File: src/rtl/ram_arbiter_pkg.sv
// Shared encodings and defaults for the two-master RAM arbiter and its
// round-robin picker.
package ram_arbiter_pkg;

  localparam int DEF_WIDTH  = 16;
  localparam int DEF_ADDR_W = 3;

  typedef enum logic [1:0] {
    ARB_IDLE = 2'd0,
    ARB_BUSY = 2'd1,
    ARB_ACK  = 2'd2
  } arb_state_e;

  typedef enum logic {
    SEL_A = 1'b0,
    SEL_B = 1'b1
  } arb_sel_e;

  function automatic arb_sel_e other_sel(input arb_sel_e s);
    return (s == SEL_A) ? SEL_B : SEL_A;
  endfunction

endpackage

File: src/rtl/ram_arbiter_rr_pick2.sv
// Two-way round-robin picker: with both requesting, prio names the winner;
// otherwise the lone requester wins.
module rr_pick2
  import ram_arbiter_pkg::*;
(
  input  logic     req_a,
  input  logic     req_b,
  input  arb_sel_e prio,
  output logic     valid,
  output arb_sel_e sel
);

  always_comb begin
    valid = req_a | req_b;
    if (req_a && req_b) sel = prio;
    else if (req_b)     sel = SEL_B;
    else                sel = SEL_A;
  end

endmodule

File: src/rtl/ram_arbiter.sv
// Round-robin sequencer sharing one single-port RAM between two masters:
// IDLE picks a winner, BUSY performs the access, ACK returns the completion pulse.
module ram_arbiter
  import ram_arbiter_pkg::*;
#(
  parameter int WIDTH  = DEF_WIDTH,
  parameter int ADDR_W = DEF_ADDR_W
) (
  input  logic              clk,
  input  logic              reset,
  input  logic              req_a,
  input  logic              we_a,
  input  logic [ADDR_W-1:0] addr_a,
  input  logic [WIDTH-1:0]  wdata_a,
  output logic              gnt_a,
  output logic              ack_a,
  output logic [WIDTH-1:0]  rdata_a,
  input  logic              req_b,
  input  logic              we_b,
  input  logic [ADDR_W-1:0] addr_b,
  input  logic [WIDTH-1:0]  wdata_b,
  output logic              gnt_b,
  output logic              ack_b,
  output logic [WIDTH-1:0]  rdata_b,
  output logic              mem_load,
  output logic [ADDR_W-1:0] mem_addr,
  output logic [WIDTH-1:0]  mem_in,
  input  logic [WIDTH-1:0]  mem_out
);

  arb_state_e state, state_next;
  arb_sel_e   sel, prio, pick_sel;
  logic       pick_valid;
  logic       busy, cur_we;

  rr_pick2 u_pick (
    .req_a (req_a),
    .req_b (req_b),
    .prio  (prio),
    .valid (pick_valid),
    .sel   (pick_sel)
  );

  // NOTE: every combinational output gets a default first so no path can infer a latch.
  always_comb begin
    state_next = state;
    case (state)
      ARB_IDLE: if (pick_valid) state_next = ARB_BUSY;
      ARB_BUSY: state_next = ARB_ACK;
      ARB_ACK:  state_next = ARB_IDLE;
      default:  state_next = ARB_IDLE;
    endcase
  end

  // Memory strobes are decoded from state, so an async reset drops them at once.
  always_comb begin
    busy     = (state == ARB_BUSY);
    cur_we   = (sel == SEL_B) ? we_b : we_a;
    mem_load = busy & cur_we;
    mem_addr = '0;
    mem_in   = '0;
    if (busy) begin
      mem_addr = (sel == SEL_B) ? addr_b  : addr_a;
      mem_in   = (sel == SEL_B) ? wdata_b : wdata_a;
    end
    gnt_a = (state == ARB_BUSY || state == ARB_ACK) && (sel == SEL_A);
    gnt_b = (state == ARB_BUSY || state == ARB_ACK) && (sel == SEL_B);
    ack_a = (state == ARB_ACK) && (sel == SEL_A);
    ack_b = (state == ARB_ACK) && (sel == SEL_B);
  end

  // NOTE: sequential state uses non-blocking assignments so all registers see pre-edge values.
  always_ff @(posedge clk or posedge reset) begin
    if (reset) begin
      state <= ARB_IDLE;
      sel   <= SEL_A;
      prio  <= SEL_A;
    end else begin
      state <= state_next;
      if (state == ARB_IDLE && pick_valid) sel  <= pick_sel;
      if (busy)                            prio <= other_sel(sel);
    end
  end

  // NOTE: the read-data holding registers are plain flops, so they are reset like any other state.
  always_ff @(posedge clk or posedge reset) begin
    if (reset) begin
      rdata_a <= '0;
      rdata_b <= '0;
    end else if (busy && !cur_we) begin
      if (sel == SEL_B) rdata_b <= mem_out;
      else              rdata_a <= mem_out;
    end
  end

endmodule

File: config.mk
export PLATFORM = sky130hd
export DESIGN_NAME = ram_arbiter
export DESIGN_NICKNAME = d
export VERILOG_FILES = /design/src/rtl/ram_arbiter_pkg.sv /design/src/rtl/ram_arbiter_rr_pick2.sv /design/src/rtl/ram_arbiter.sv
export SDC_FILE = /design/constraint.sdc
export NUM_CORES = 1
export LEC_CHECK = 0
export BUFFER_PORTS_ARGS = -buffer_cell sky130_fd_sc_hd__buf_2
export CAP_MARGIN = 20
export CELL_PAD_IN_SITES_DETAIL_PLACEMENT = 0
export CELL_PAD_IN_SITES_GLOBAL_PLACEMENT = 1
export CORE_MARGIN = 2
export CORE_UTILIZATION = 32
export CTS_CLUSTER_DIAMETER = 50
export DETAILED_ROUTE_END_ITERATION = 12
export PLACE_DENSITY_LB_ADDON = 0.1
export SLEW_MARGIN = 20
export SYNTH_ARGS = -nofsm -noshare
export SYNTH_HDL_FRONTEND = slang
export SYNTH_SLANG_ARGS = --single-unit
File: constraint.sdc
create_clock -name clk -period 2.2 [get_ports clk]
set_clock_uncertainty 0.15 [all_clocks]
set_input_delay 0.11 -clock clk [delete_from_list [all_inputs] [get_ports clk]]
set_output_delay 0.11 -clock clk [all_outputs]
set_load 0.03 [all_outputs]
After elaboration in Yosys (flattened, before gate mapping)
Cells that the tools add are included.

Flip-flop bits (word level): 36. Bits of input ports: 60. Output and inout port bits: 56. Word-level logic and storage cells: 33.

Eq/ne operators: 3. Muxes and demuxes: 10. Bitwise gates (word level): 3. Reduce and logical (&&, ||, !) cells: 12.

Operator list (count): 16-bit 2-to-1 mux (2); 1-bit logical AND (7); 3-bit 2-to-1 mux (2); 1-bit 2-to-1 mux (4); 2-bit case mux with 2 select lines (1); 2-bit AND reduction (2); 2-bit by 1-bit == test with 1-bit output, second input constant (1); 2-bit == test, second input constant (1); 2-bit logical NOT (1); 2-bit 2-to-1 mux (1); 2-bit != test, second input constant (1); 1-bit AND (1); 1-bit logical NOT (1); 1-bit logical OR (1); 1-bit NOT (1); 1-bit OR (1).

Longest topological paths before layout
Word-level depth: 4. Mapped depth: 5. Gate-level depth less buffers: 4.

Modules after synthesis
A second synthesis with hierarchy kept.

Cells, all modules: 139. Area, all modules: 1876.8 um2.

Modules (own cells, without submodules): ram_arbiter (instances 1, cells an instance 136, area an instance 1859.3 um2, seq. area each 900.9 um2); rr_pick2 (instances 1, cells an instance 3, area an instance 17.5 um2, seq. area each 0.0 um2).

Least setup slack after synthesis
Ideal clock, no wire load.

Path kind: flip-flop to flip-flop. Start point: reg state[1]. End point: reg rdata_a[0]. Library setup time: 0.125 ns. Data arrival time: 1.545 ns. Required time: 1.925 ns. Slack: 0.380 ns. Stages on the path, launching flop included: 6. Path buffers: 1. Clock period less this slack: 1.820 ns. Cells stage by stage: dfrtp_1 -> inv_1 -> ha_1 -> nor3b_4 -> buf_8 -> mux2_4.

Cells in the longest elaborated chain, start to end: 3.

Ends and longest elaborated chain: from (decl) (RTL line ram_arbiter.sv:31) `arb_state_e state, state_next;`; from (signal assigned) (RTL line ram_arbiter.sv:79) `state <= state_next;`; 2-bit by 1-bit == test with 1-bit output (RTL line ram_arbiter.sv:57) `busy = (state == ARB_BUSY);`; 1-bit logical AND (RTL line ram_arbiter.sv:90) `end else if (busy && !cur_we) begin`; 2-bit AND reduction (no line); to (signal assigned) (RTL line ram_arbiter.sv:92) `else rdata_a <= mem_out;`; to (decl) (RTL line ram_arbiter.sv:17) `output logic [WIDTH-1:0] rdata_a,`.

Every way passes these cells. A chain may end at the register's enable or synchronous reset.

Final worst setup path
Start point: reg sel. End point: out mem_addr[1].

Cells in the longest elaborated chain, start to end: 2.

Ends and longest elaborated chain: from (decl) (RTL line ram_arbiter.sv:32) `arb_sel_e sel, prio, pick_sel;`; from (signal assigned) (RTL line ram_arbiter.sv:80) `if (state == ARB_IDLE && pick_valid) sel <= pick_sel;`; 3-bit 2-to-1 mux (RTL line ram_arbiter.sv:63) `mem_addr = (sel == SEL_B) ? addr_b : addr_a;`; 3-bit 2-to-1 mux (RTL line ram_arbiter.sv:62) `if (busy) begin`; to (decl) (RTL line ram_arbiter.sv:26) `output logic [ADDR_W-1:0] mem_addr,`.

Every way passes these cells.

==> results.yml <==
final_layout:
  drive_gt1_frac: 0.5899
  layout.cells.non_filler: 350
  syn2layout_area_growth_pct: 52.25
  antenna_cells: 0
  multiInputGateArea_sq_um: 895.9
  seq_area_sq_um: 900.9
  fill_cells: 536
  final_net_count: 342
global_route:
  number_of_global_route_vias_before_repair: 1481
  grt_pass1_wl_mm: 6.872
  antenna_found_initial: 0
  grt_max_degree: 37
  grt-ovfl-total: 0
  globalRouteTotalUtil: 0.1378
yosys:
  cell_count_after_synthesis: 137
  synth_top_cell_by_area: "sky130_fd_sc_hd__dfrtp_1"
  area_fraction_in_compound_gates_after_synthesis: 0.006052
  synth-adder-area-share: 0.03362
  synthSimpleGateAreaFrac: 0.1029
  ys.warnings.count: 0
  synth-seq-cells: 36
  ys_types: 18
  yosys.cell_count.top_type: "sky130_fd_sc_hd__dfrtp_1"
  netlist_top_cells_area: "sky130_fd_sc_hd__dfrtp_1, sky130_fd_sc_hd__mux2_2, sky130_fd_sc_hd__mux2i_1, sky130_fd_sc_hd__mux2_4, sky130_fd_sc_hd__nor2b_1"
  syn_nets: 202
  dominant_combinational_cell_family_by_area_after_synthesis: "multiplexers"
  synth_largest_type_area_fraction: 0.4842
  syn-cell-area_sq_um: 1861
  syn-mean-instance-area_sq_um: 13.58
  post_synthesis_sequential_area_ratio: 0.4842
  synth_enable_flop_cells: 0
  yosys.area_share.xor_xnor: 0
  yosys-mux-area-fraction: 0.3389
  post_synth_most_frequent_cells: "sky130_fd_sc_hd__dfrtp_1, sky130_fd_sc_hd__mux2_2, sky130_fd_sc_hd__nor2b_1, sky130_fd_sc_hd__mux2i_1, sky130_fd_sc_hd__mux2_4"
  synth_ff_type: "sky130_fd_sc_hd__dfrtp_1"
  async_s_r_ff_share_synth: 1.000
job:
  cap_violations: 0
drt:
  drt_iter0_markers: 8
  finalWirelength_mm: 4.459
  vias_per_cell: 4.391
  detail-route-antenna-nets: 0
  drc: 0
  drt-pass1-iter-count: 2
  post_drt_wl_per_cell_um: 12.74
  via_count: 1537
clock_network:
  cts.sink_count: 36
  cts_root_buffer: "sky130_fd_sc_hd__clkbuf_8"
  cts-htree-levels: 2
  post_cts_resized: 0
  worst_skew_pair.late_latency_ns: 0.28
  tritoncts.num_buffers: 5
  tritoncts: "built"
  clock_tree.buffer_depth: 2
  clk_pin_slew_worst_paths_ns: 0.07
timing:
  final_min_period_over_clock_period: 0.8897
  final.setup.worst_slack_ns: 0.2427
  fin_setup_tns_ns: 0
  grt_setup_unrepaired: "no"
  hold_viol: 0
  transition_time_at_the_pin_with_the_least_slew_margin_ns: 0.4574
  setup_viol_count_final: 0
  finalCriticalPeriod_ns: 1.957
  achievable_clock_frequency_ghz: 0.5109
  slew_headroom: 0.6934
  timing.final.max_slew_violations: 0
critical_path:
  regToRegEndpoint: "sel"
  cp_data_arrival_time_ns: 1.70
  timing.setup.critical_path_class: "reg -> out"
  rrSetupSlack_ns: 0.28
  worst_r2r_startpoint: "sel"
  r2r.worst_path.cells: 4
  endpoint_kind: "primary output"
  timing.critical_path.fanout_max: 14
  worstPathRequired_ns: 1.94
  cp-start-kind: "flop"
floorplanning:
  floorplan.initialDensity: 0.3338
  fp.dieW_um: 80.25
  placementRows: 27
  vertical_die_dimension_um: 80.25
  boundaryPins: 116
  die_area_sq_um: 6440
  placeableCoreArea_sq_um: 5574
power_and_ir_drop:
  p_leak_uw: 0.001511
  worst_ir_drop_vdd_uv: 721.9
  power_per_cell_area_nw_per_um2: 1553
placed_design:
  pre_cts_slack_ns: 0.3060
  placer_s_final_routability_congestion_estimate: 0.6750
  dpl.cell_count: 323
  total_of_buffers_placed_on_input_and_output_ports: 115
  hpwl_mm: 3.312
status:
  run_status: "complete, no violations"
worst_hold_path:
  holdPathStages: 3
  whs_endpoint: "state[0]"
  holdCritStartpoint: "req_b"
  holdCritPathClass: "in -> reg"
-- flip-flops by register name, summed over array words and instances, names as in the netlist --
register	flops
sel	1
rdata_b	16
rdata_a	16
state	2
prio	1
-- worst max-delay path by stage --
| stage | end | from | cells after the start | slack, ns |
|---|---|---|---|---|
| after floorplan | rdata_a[0] | state[1] | 5 | 0.38 |
| after global placement | rdata_b[7] | state[1] | 4 | 0.38 |
| after detailed placement | rdata_b[10] | state[1] | 4 | 0.31 |
| after CTS | mem_addr[1] | sel | 4 | 0.20 |
| after global routing | mem_addr[2] | sel | 4 | 0.12 |
| final | mem_addr[1] | sel | 4 | 0.24 |
-- cells by family (layout without fill, tap and decap cells) --
logic type / Yosys count / in the layout
flip-flops: 36 / 36
multiplexers: 55 / 55
AO/OA/AOI/OAI: 2 / 2
adder cells (fa/ha/maj): 5 / 5
AND/OR/NAND/NOR: 28 / 28
buffers and inverters: 11 / 152
-- timing repair --
action | in CTS | in global routing
endpoints found under the setup margin | 0 | 0
setup buffers | 0 | 0
hold endpoints to repair | 69 | 0
hold buffers | 19 | 0
-- cell usage in the layout (no fill, tap or decap) --
master / count
sky130_fd_sc_hd__nor2b_1: 22
sky130_fd_sc_hd__dfrtp_1: 36
sky130_fd_sc_hd__buf_12: 1
sky130_fd_sc_hd__dlygate4sd3_1: 19
sky130_fd_sc_hd__buf_4: 5
sky130_fd_sc_hd__and2_1: 2
sky130_fd_sc_hd__a31oi_1: 1
sky130_fd_sc_hd__buf_2: 115
sky130_fd_sc_hd__a21oi_1: 1
sky130_fd_sc_hd__mux2i_1: 21
sky130_fd_sc_hd__ha_1: 5
sky130_fd_sc_hd__mux2_4: 10
sky130_fd_sc_hd__clkinv_2: 1
sky130_fd_sc_hd__mux2_2: 24
sky130_fd_sc_hd__bufinv_16: 1
sky130_fd_sc_hd__inv_1: 4
sky130_fd_sc_hd__clkbuf_1: 1
sky130_fd_sc_hd__nor3b_1: 1
sky130_fd_sc_hd__nor3b_4: 1
sky130_fd_sc_hd__nand3b_2: 1
sky130_fd_sc_hd__nand2_1: 1
sky130_fd_sc_hd__clkbuf_8: 5
-- metal layers --
layer | routed length (um) | share of wire | vias to the layer above | track usage
li1 | - | - | 747 | -
met1 | 1861 | 0.42 | 705 | 0.1559
met2 | 2101 | 0.47 | 78 | 0.2433
met3 | 436 | 0.098 | 7 | 0.04157
met4 | 59 | 0.013 | 0 | 0.05085
met5 | 0 | 0 | - | 0
-- stage by stage --
| stage | hold WS, ns | power, uW | utilization | cell area (sq um) |
|---|---|---|---|---|
| after detailed placement | 0.09337 | 3848 | 0.4548 | 2535 |
| final | 0.09186 | 4400 | 0.5082 | 2833 |
| after floorplan | 0.06411 | 3123 | - | 1861 |
| after global routing | 0.09526 | 4675 | 0.5082 | 2833 |
| after global placement | 0.09404 | 3832 | 0.4548 | 2535 |
| after CTS | 0.07895 | 4476 | 0.5082 | 2833 |
-- area by class of cell --
cell class                      count  area share
Clock buffer                        6     0.02562
Clock inverter                      2     0.01237
Inverter                            4    0.005300
Multi-Input combinational cell     90      0.3163
Sequential cell                    36      0.3180
Tap cell                           72     0.03180
Timing Repair Buffer              140      0.2906
-- power by group --
part | switching (uW) | internal, uW | leakage, uW
sequential | 202 | 1000 | 0.000430
clock | 233 | 336 | 0.0000552
combinational | 1560 | 1070 | 0.00103
total | 2000 | 2400 | 0.00151
-- worst max-delay path, cell delays in order, from the launching register on --
cell and delay (ns):
sky130_fd_sc_hd__dfrtp_1 0.61, sky130_fd_sc_hd__buf_4 0.34, sky130_fd_sc_hd__mux2i_1 0.23, sky130_fd_sc_hd__nor2b_1 0.06, sky130_fd_sc_hd__buf_2 0.17
No activity file was read; power rests on OpenSTA's default activity.
